$ cat config.mk
export PLATFORM = sky130hd
export DESIGN_NAME = alu_mul_seq
export DESIGN_NICKNAME = d
export VERILOG_FILES = /design/src/rtl/alu_pkg.sv /design/src/rtl/alu_mul_seq.sv
export SDC_FILE = /design/constraint.sdc
export NUM_CORES = 1
export LEC_CHECK = 0
export ABC_AREA = 0
export BUFFER_PORTS_ARGS = -buffer_cell sky130_fd_sc_hd__buf_4
export CELL_PAD_IN_SITES_DETAIL_PLACEMENT = 0
export CELL_PAD_IN_SITES_GLOBAL_PLACEMENT = 1
export CORE_UTILIZATION = 33
export CTS_CLUSTER_SIZE = 28
export DETAILED_ROUTE_END_ITERATION = 8
export PLACE_DENSITY = 0.8
export SLEW_MARGIN = 10
export SYNTH_ARGS = -nofsm -noshare
export SYNTH_HDL_FRONTEND = slang
export SYNTH_SLANG_ARGS = --single-unit
$ cat constraint.sdc
create_clock -name clk_in -period 1.7 [get_ports clk_in]
set_clock_uncertainty 0.05 [all_clocks]
set_input_delay 0.085 -clock clk_in [delete_from_list [all_inputs] [get_ports clk_in]]
set_output_delay 0.085 -clock clk_in [all_outputs]
set_load 0.01 [all_outputs]
$ cat src/rtl/alu_pkg.sv
// ============================================================================
// Module : alu_pkg
// Brief  : Shared ALU unit/op select codes and multiply-sequencer state type.
// Rev    : 1.0
// ============================================================================
`default_nettype none

package alu_pkg;

  localparam logic [2:0] ALU_ADD      = 3'b000;
  localparam logic [2:0] ALU_AND      = 3'b001;
  localparam logic [2:0] ALU_SHIFT    = 3'b010;
  localparam logic [2:0] ALU_PASS_SRC = 3'b011;
  localparam logic [2:0] ALU_OR       = 3'b100;
  localparam logic [2:0] ALU_XOR      = 3'b101;
  localparam logic [2:0] ALU_PASS_ACC = 3'b111;

  localparam logic OP_LSHIFT = 1'b0;
  localparam logic OP_RSHIFT = 1'b1;

  typedef enum logic [1:0] {
    ST_IDLE = 2'd0,
    ST_ADD  = 2'd1,
    ST_SHL  = 2'd2,
    ST_DONE = 2'd3
  } mul_state_t;

endpackage

`default_nettype wire

$ cat src/rtl/alu_mul_seq.sv
// ============================================================================
// Module : alu_mul_seq
// Brief  : Shift-and-add 8x8 (mod 256) multiplier sharing the core's ALU port.
// Rev    : 1.0
// ============================================================================
`default_nettype none

module alu_mul_seq
  import alu_pkg::*;
#(
  parameter int N_BITS     = 8,
  parameter int EARLY_EXIT = 1
) (
  input  logic       clk_in,
  input  logic       rst_n_in,
  input  logic       start_in,
  input  logic [7:0] mcand_in,
  input  logic [7:0] mplier_in,
  output logic       busy_out,
  output logic       done_out,
  input  logic       ack_in,
  output logic [7:0] product_out,
  input  logic [2:0] core_unit_sel_in,
  input  logic       core_op_sel_in,
  input  logic [7:0] core_acc_in,
  input  logic [7:0] core_src_in,
  output logic       core_stall_out,
  output logic [2:0] alu_unit_sel_out,
  output logic       alu_op_sel_out,
  output logic [7:0] alu_acc_out,
  output logic [7:0] alu_src_out,
  input  logic [7:0] alu_res_in
);

  localparam logic [2:0] C_LAST_CNT = 3'(N_BITS - 1);

  mul_state_t r_state;
  mul_state_t w_next_state;
  logic [7:0] r_a;
  logic [7:0] r_b;
  logic [7:0] r_p;
  logic [2:0] r_cnt;
  logic [7:0] w_b_shr;

  assign w_b_shr = {1'b0, r_b[7:1]};

  always_ff @(posedge clk_in or negedge rst_n_in) begin
    if (!rst_n_in) begin
      r_state <= ST_IDLE;
      r_a     <= 8'd0;
      r_b     <= 8'd0;
      r_p     <= 8'd0;
      r_cnt   <= 3'd0;
    end else begin
      r_state <= w_next_state;
      case (r_state)
        ST_IDLE: begin
          if (start_in) begin
            r_a   <= mcand_in;
            r_b   <= mplier_in;
            r_p   <= 8'd0;
            r_cnt <= 3'd0;
          end
        end
        ST_ADD: begin
          if (r_b[0]) r_p <= alu_res_in;
        end
        ST_SHL: begin
          r_a   <= alu_res_in;
          r_b   <= w_b_shr;
          r_cnt <= r_cnt + 3'd1;
        end
        default: ;
      endcase
    end
  end

  // The core owns the ALU in IDLE and DONE; the sequencer drives it only in ADD/SHL.
  always_comb begin
    w_next_state     = r_state;
    alu_unit_sel_out = core_unit_sel_in;
    alu_op_sel_out   = core_op_sel_in;
    alu_acc_out      = core_acc_in;
    alu_src_out      = core_src_in;
    case (r_state)
      ST_IDLE: begin
        if (start_in) begin
          if ((EARLY_EXIT != 0) && (mplier_in == 8'd0)) w_next_state = ST_DONE;
          else                                          w_next_state = ST_ADD;
        end
      end
      ST_ADD: begin
        w_next_state     = ST_SHL;
        alu_unit_sel_out = r_b[0] ? ALU_ADD : ALU_PASS_ACC;
        alu_op_sel_out   = 1'b0;
        alu_acc_out      = r_p;
        alu_src_out      = r_a;
      end
      ST_SHL: begin
        alu_unit_sel_out = ALU_SHIFT;
        alu_op_sel_out   = OP_LSHIFT;
        alu_acc_out      = r_a;
        alu_src_out      = 8'd1;
        if ((r_cnt == C_LAST_CNT) || ((EARLY_EXIT != 0) && (w_b_shr == 8'd0)))
          w_next_state = ST_DONE;
        else
          w_next_state = ST_ADD;
      end
      ST_DONE: begin
        if (ack_in) w_next_state = ST_IDLE;
      end
      default: w_next_state = ST_IDLE;
    endcase
  end

  assign busy_out       = (r_state != ST_IDLE);
  assign done_out       = (r_state == ST_DONE);
  assign core_stall_out = (r_state == ST_ADD) || (r_state == ST_SHL);
  assign product_out    = r_p;

endmodule

`default_nettype wire

; ---- After elaboration in Yosys (flattened, before gate mapping)
; Cells that the tools add are included.
; W data, S select, Z words.
[op_classes]
n_addsub = 1
n_eq_ne = 7
muxes = 19
reduce_logical = 12
[ops]
columns = op, count
row1 = $pmux W8 S2, 5
row2 = $mux W8, 4
row3 = $logic_not A8 Y1, 2
row4 = $pmux W3 S2, 2
row5 = $mux W2, 4
row6 = $pmux W2 S4, 1
row7 = $mux W3, 2
row8 = $reduce_bool A2 Y1, 3
row9 = $eq A2 B2 Y1 const B, 2
row10 = $ne A2 B2 Y1 const B, 2
row11 = $reduce_and A2 Y1, 2
row12 = $add A3 B1 Y3 const B, 1
row13 = $eq A3 B3 Y1 const B, 1
row14 = $reduce_and A3 Y1, 1
row15 = $eq A2 B1 Y1 const B, 1
row16 = $logic_not A2 Y1, 1
row17 = $logic_or A1 B1 Y1, 2
row18 = $ne A2 B1 Y1 const B, 1
row19 = $reduce_or A2 Y1, 1
row20 = $mux W1, 1
[totals]
register_bits = 29
wordCells = 44

; ---- Logic depth before layout (Yosys ltp)
; Gate-level depths: netlist (run 1).
[logic_depth]
word_depth = 4
depth_mapped = 7

; ---- Worst setup path before layout (run 1)
; No wires, ideal clock.
[synth_path]
path_kind = flip-flop to output port
startpoint = reg r_state[1]
endpoint = out alu_acc_out[0]
arrival_ps = 1392
required_time_ps = 1565
slack_ps = 173
stages_incl_launch_ff = 6
path_cell_list = dfrtp_1 > inv_1 > ha_1 > clkbuf_1 > nor2_1 > a21oi_1
[synth_via]
elab_chain_cells = 2
elab_cells_between_ends = 3
classes_between = eq/ne: 2 / mux: 1
[synth_lines]
columns = item, line_no
row1 = start: declaration, alu_mul_seq.sv:37  ; mul_state_t r_state;
row2 = start signal: assignment, alu_mul_seq.sv:55  ; r_state <= w_next_state;
row3 = $eq A2 B2 Y1 / $eq A2 B1 Y1 (equally long branches), alu_mul_seq.sv:85  ; case (r_state)
row4 = $pmux W8 S2 (*), alu_mul_seq.sv:85
row5 = end: declaration, alu_mul_seq.sv:30  ; output logic [7:0] alu_acc_out,
; Every way passes the cells marked *; elsewhere a longest branch is shown, timed or not.

; ---- Final worst setup path (run 1)
[layout_path]
startpoint = reg r_state[1]
endpoint = out alu_src_out[1]
[layout_via]
elab_chain_cells = 2
elab_cells_between_ends = 3
classes_between = eq/ne: 2 / mux: 1
[layout_lines]
columns = item, line_no
row1 = $eq A2 B2 Y1 / $eq A2 B1 Y1 (equally long branches), alu_mul_seq.sv:85
row2 = $pmux W8 S2 (*), alu_mul_seq.sv:85
row3 = end: declaration, alu_mul_seq.sv:31  ; output logic [7:0] alu_src_out,
; Marked as above.

==> out/results.ini, run 1 <==
[timing]
max_slew.worst_pin.slew_ns=0.374
relSlewSlack=0.751
fmax_ghz=0.574
drv_slew=0
holdWs_ns=0.00514
rsz0062_at_grt=yes
period_share=1.02
setup_violations=9
min_period_ns=1.74
finalHoldViolCount=0
finalWorstSetupSlack_ns=-0.0413

[synth]
synth_top_area_frac=0.409
ys_top_cells_by_area=dfrtp_1, o21ai_0, mux2i_1, nand2_1, ha_1
ys_ff_latch=29
syn_nets=262
synth_area_mm2=0.00177
synthCells=207
synth_top_area_cell=dfrtp_1
seq_area_frac_synth=0.409
syn_area_per_cell_um2=8.57
yosysWarnings=0
synth.distinct_cells=31

[placement]
io_buffers=78
dp_hpwl_um=3340
place.gp.congestion=0.788
detailedPlace.worstSlack_ns=0.00762
placedInstanceArea_mm2=0.00250

[global_route]
grt_antenna_before_repair=0
grt_usage=0.191
grt_start_max_net_pins=30
grt_pass1_vias=1637
overflow=0
grt_pass1_wl_um=7980

[cells_and_area]
nets=367
final_cell_mix=buf_4, dfrtp_1, nand2_1, o21ai_0, inv_1
drive_gt1_frac=0.454
final_common_cell=buf_4
antennaDiodeCount=0
stdcell_area_mm2=0.00299
area_growth_pct=68.8

[detailed_routing]
routed-via-count=1824
dr.first_iter.drc_count=101
detail_route.wirelength_um=5180
antenna_left=0
viasPerCell=4.76
wl_per_cell_um=13.5
dr.pass1.iters=4
drc_errors=0

[status]
status=finished, violations left
violations=setup timing

[die]
coreArea_mm2=0.00514
start_util=0.345
dieArea_mm2=0.00567
rows=26
die_x_um=75.3
die_y_um=75.3
ios=79

[worst_setup_path]
crit_required_ns=1.56
critical_path_class=flop to output port
crit_path_end_kind=output port
cp_data_arrival_time_ns=1.61
rr_startpoint=r_state[0]$_DFFE_PN0P_
cp_slowest_cell=dfrtp_1
cp-start-kind=flop
worstPathCellList=inv_2 > ha_4 > buf_12 > and2_4 > nand2_1 > o21ai_1 > buf_4
startpoint=r_state[1]$_DFFE_PN0P_
cp_slowest_stage_delay_ns=0.40
crit_fanout=7

[power_and_ir_drop]
p_per_area_mw_per_mm2=2200
p_leak_nw=1.41
power_mw=6.58
ir_drop_uv=1100

[clocking]
cts_tree=built
path_clk_slew_ns=0.07
clock_latency_ns=0.28
ctsRootBufferMaster=clkbuf_8
cts_made_buffers=5
htree_levels=2
cts_buffer_depth=2
cts_sinks=29

[hold_path]
worstHoldStart=alu_res_in[7]
hold_class=input pin to flop

[job]
maxCapViolCount=0

## report_power, final
part	switching [mW]	total, mW	internal [mW]
logic	2.17	4.61	2.45
registers	0.305	1.33	1.03
clock network	0.267	0.632	0.365
total	2.74	6.58	3.84
## cells by family after synthesis
logic type | synth area share
buf+inv | 0.0846
compound gates | 0.206
simple gates | 0.166
flops | 0.409
fa+ha+maj | 0.0494
mux | 0.0846
## cell type report
cell class / instances / area [um^2]
Fill cell: 471 / 2150
Multi-Input combinational cell: 143 / 1010
Timing Repair Buffer: 112 / 991
Sequential cell: 29 / 726
Clock buffer: 7 / 96.3
Tap cell: 70 / 87.6
Inverter: 21 / 78.8
Clock inverter: 1 / 5.00
## worst paths after layout
kind	endpoint	slack, ns	cells past startpoint
hold / removal	product_out[7]$_DFFE_PN0P_	0.005	3
setup reg to reg	product_out[7]$_DFFE_PN0P_	0.01	8
setup / recovery	alu_src_out[1]	-0.04	7
min in group asynchronous	product_out[2]$_DFFE_PN0P_	0.21	2
hold reg to reg	r_cnt[1]$_DFFE_PN0P_	0.45	1
max in group asynchronous	r_b[4]$_DFFE_PN0P_	1.10	2
## timing repair
action                                  in CTS  in global routing
gates resized for setup                     34                 11
cloned                                       3                  0
hold buffers                                 8                  0
pin swaps                                    8                  4
endpoints found under the hold margin       36                  0
buffers inserted                             7                  6
endpoints found under the setup margin      19                 39
## critical path, delay by kind of cell (launching register included)
| family | cells | cell delay (ns) |
|---|---|---|
| compound gates | 1 | 0.08 |
| fa+ha+maj | 1 | 0.22 |
| buf+inv | 3 | 0.38 |
| flops | 1 | 0.40 |
| simple gates | 2 | 0.25 |
## registers in the layout (all words and copies together), names as in the netlist
signal       cells
product_out      8
r_a              8
r_b              8
r_cnt            3
r_state          2
## Yosys cell counts, drive strengths merged
library cell  number
o21ai             37
nand2             26
a21oi             13
nand2b             1
nor2              12
nor4               2
clkbuf             5
inv               21
nor4b              1
o211ai             1
mux2i             15
a32o               2
ha                 7
a221oi             1
buf                9
dfrtp             29
and2               1
and3               1
nor3               2
a22oi              8
nand3              8
nor2b              3
nand4b             1
o21a               1
## metal layers
metal	share of wire	GRT usage	vias up
li1	-	-	924
met1	0.45	0.259	833
met2	0.48	0.313	62
met3	0.057	0.0344	5
met4	0.011	0.0556	0
met5	0	0	-
## per-stage QoR
step / util / setup TNS [ns] / instances
floorplan: - / 0 / 207
global placement: 0.486 / 0 / 352
detailed placement: 0.486 / 0 / 352
CTS: 0.569 / -0.229 / 377
global route: 0.583 / -1.96 / 383
finish: 0.583 / -0.196 / 383
No activity file was read; power rests on OpenSTA's default activity.
==> run 2: changes to the inputs <==
Settings changed: CORE_UTILIZATION 33 to 36, PLACE_DENSITY 0.8 to unset, PLACE_DENSITY_LB_ADDON set to 0.1.
Clock period 1.7 ns to 2.05 ns, I/O delays scaled along.
==> out/results.ini, run 2 (same netlist as run 1, synthesis figures left out) <==
[cells_and_area]
final_common_cell=buf_4  ; unchanged
final_cell_mix=buf_4, o21ai_0, dfrtp_1  ; was buf_4, dfrtp_1, nand2_1, o21ai_0, inv_1
antennaDiodeCount=0  ; unchanged
layout.cells.non_filler=355  ; was 383
area_growth_pct=45.2  ; was 68.8%
drive_gt1_frac=0.358  ; was 0.454
nets=342  ; was 367
fillers=487  ; was 471

[die]
coreArea_mm2=0.00472  ; was 0.00514 mm^2
ios=79  ; unchanged
die_y_um=72.2  ; was 75.3 um
start_util=0.376  ; was 0.345
dieArea_mm2=0.00521  ; was 0.00567 mm^2
die_x_um=72.2  ; was 75.3 um
rows=25  ; was 26

[timing]
setup_violations=0  ; was 9
finalHoldViolCount=0  ; unchanged
holdWs_ns=0.0112  ; was 0.00514 ns
drv_slew=0  ; unchanged
relSlewSlack=0.748  ; was 0.751
period_share=0.920
max_slew.worst_pin.slew_ns=0.378  ; was 0.374 ns
min_period_ns=1.89
finalWorstSetupSlack_ns=0.163  ; was -0.0413 ns
setup-tns-final_ns=0  ; was -0.196 ns
fmax_ghz=0.530
rsz0062_at_grt=no  ; was yes

[clocking]
cts_sinks=29  ; unchanged
cts_buffer_depth=2  ; unchanged
postCtsSetupBuffers=0  ; was 7
ctsRootBufferMaster=clkbuf_8  ; unchanged
cts_tree=built  ; unchanged
cts_made_buffers=5  ; unchanged
clock_latency_ns=0.28  ; about the same
htree_levels=2  ; unchanged
path_clk_slew_ns=0.06  ; was 0.07 ns

[worst_setup_path]
reg2reg_slack_ns=0.38  ; was 0.01 ns
crit_fanout=13  ; was 7
startpoint=r_state[0]$_DFFE_PN0P_  ; was r_state[1]$_DFFE_PN0P_
cp_slowest_stage_delay_ns=0.40  ; about the same
critical_path_class=flop to output port  ; unchanged
crit_path_end_kind=output port  ; unchanged
cp_slowest_cell=dfrtp_1  ; unchanged
cp_data_arrival_time_ns=1.73  ; was 1.61 ns
worstPathCellList=inv_1 > ha_2 > buf_4 > a22oi_1 > a21oi_1 > buf_4  ; was inv_2 > ha_4 > buf_12 > and2_4 > nand2_1 > o21ai_1 > buf_4
rr_startpoint=r_state[0]$_DFFE_PN0P_  ; unchanged
cp_common_cell=buf_4
crit_required_ns=1.90  ; was 1.56 ns
cp-start-kind=flop  ; unchanged

[global_route]
grt_pass1_wl_um=7350  ; was 7980 um
grt_usage=0.182  ; was 0.191
overflow=0  ; unchanged
grt_antenna_before_repair=0  ; unchanged
grt_start_max_net_pins=34  ; was 30
grt_pass1_vias=1575  ; was 1637

[placement]
dp.cells=346  ; was 352
detailedPlace.worstSlack_ns=0.318  ; was 0.00762 ns
io_buffers=78  ; unchanged
place.gp.congestion=0.789  ; was 0.788
dp_hpwl_um=3430  ; was 3340 um

[power_and_ir_drop]
internal_power_mw=2.55  ; was 3.84 mW
seqPwrFrac=0.244  ; was 0.202
switching_share=0.431  ; was 0.417
p_leak_nw=1.24  ; was 1.41 nW
clkPwrFrac=0.137  ; was 0.096
ir_drop_uv=717  ; was 1100 uV
power_mw=4.48  ; was 6.58 mW
switching_power_mw=1.93  ; was 2.74 mW
p_per_area_mw_per_mm2=1740  ; was 2200 mW/mm^2
p_comb_frac=0.619  ; was 0.702

[detailed_routing]
detail_route.wirelength_um=4590  ; was 5180 um
antenna_left=0  ; unchanged
viasPerCell=4.72  ; was 4.76
drc_errors=0  ; unchanged
routed-via-count=1677  ; was 1824
wl_per_cell_um=12.9  ; was 13.5 um
dr.first_iter.drc_count=44  ; was 101
dr.pass1.iters=4  ; unchanged

[status]
status=completed  ; was finished, violations left

[hold_path]
hold_class=input pin to flop  ; unchanged
worstHoldStart=alu_res_in[6]  ; was alu_res_in[7]

[job]
maxCapViolCount=0  ; unchanged

-- run 2: cell types whose count changed in the layout (fill, tap and decap cells not counted), sizes merged --
cell         before  now
clkinv            1    0
bufinv            0    1
buf             103   86
bufbuf            1    0
dlygate4sd3       8    1
-- run 2: metal layers --
layer	global-route usage	wire (um)	vias up
met1	0.246	2170	757
met5	0	0	-
met3	0.0389	235	4
met4	0.0523	45	0
met2	0.295	2150	51
li1	-	-	865
-- run 2: final cells by class --
| type | count | area [um^2] | area share |
|---|---|---|---|
| inverters | 21 | 78.8 | 0.0306 |
| flip-flops and latches | 29 | 726 | 0.282 |
| clock inverters | 1 | 30.0 | 0.0117 |
| clock buffers | 7 | 86.3 | 0.0335 |
| multi-input cells | 143 | 903 | 0.351 |
| repair buffers | 87 | 668 | 0.259 |
| well taps | 67 | 83.8 | 0.0325 |
-- run 2: final timing paths --
kind | endpoint | cells past startpoint
min in group asynchronous | r_b[2]$_DFFE_PN0P_ | 2
max reg2reg | product_out[2]$_DFFE_PN0P_ | 7
max in group asynchronous | product_out[3]$_DFFE_PN0P_ | 2
min | product_out[6]$_DFFE_PN0P_ | 3
max | alu_acc_out[3] | 6
min reg2reg | r_cnt[0]$_DFFE_PN0P_ | 1
-- run 2: stage by stage --
step / area, um^2 / util
2_1_floorplan: 1770 / -
3_3_place_gp: 2440 / 0.518
3_5_place_dp: 2440 / 0.518
4_1_cts: 2570 / 0.544
5_1_grt: 2580 / 0.545
6_report: 2580 / 0.545
-- run 2: power by group through the flow --
stage          Sequential [mW]  Combinational [mW]  Clock [mW]
2_1_floorplan             1.06                1.65           0
3_3_place_gp              1.09                2.76           0
3_5_place_dp              1.10                2.80           0
4_1_cts                   1.09                2.81       0.628
5_1_grt                   1.12                3.08       0.652
6_report                  1.09                2.77       0.614
-- run 2: worst max-delay path, delay by kind of cell (launching register included) --
family	cells	cell delay, ns
compound gates	2	0.28
fa+ha+maj	1	0.26
buf+inv	3	0.51
flops	1	0.40
-- run 2: timing repair --
item,in CTS,in global routing
setup endpoints to repair,0,7
gates resized for setup,0,2
hold buffers,1,0
endpoints found under the hold margin,29,0
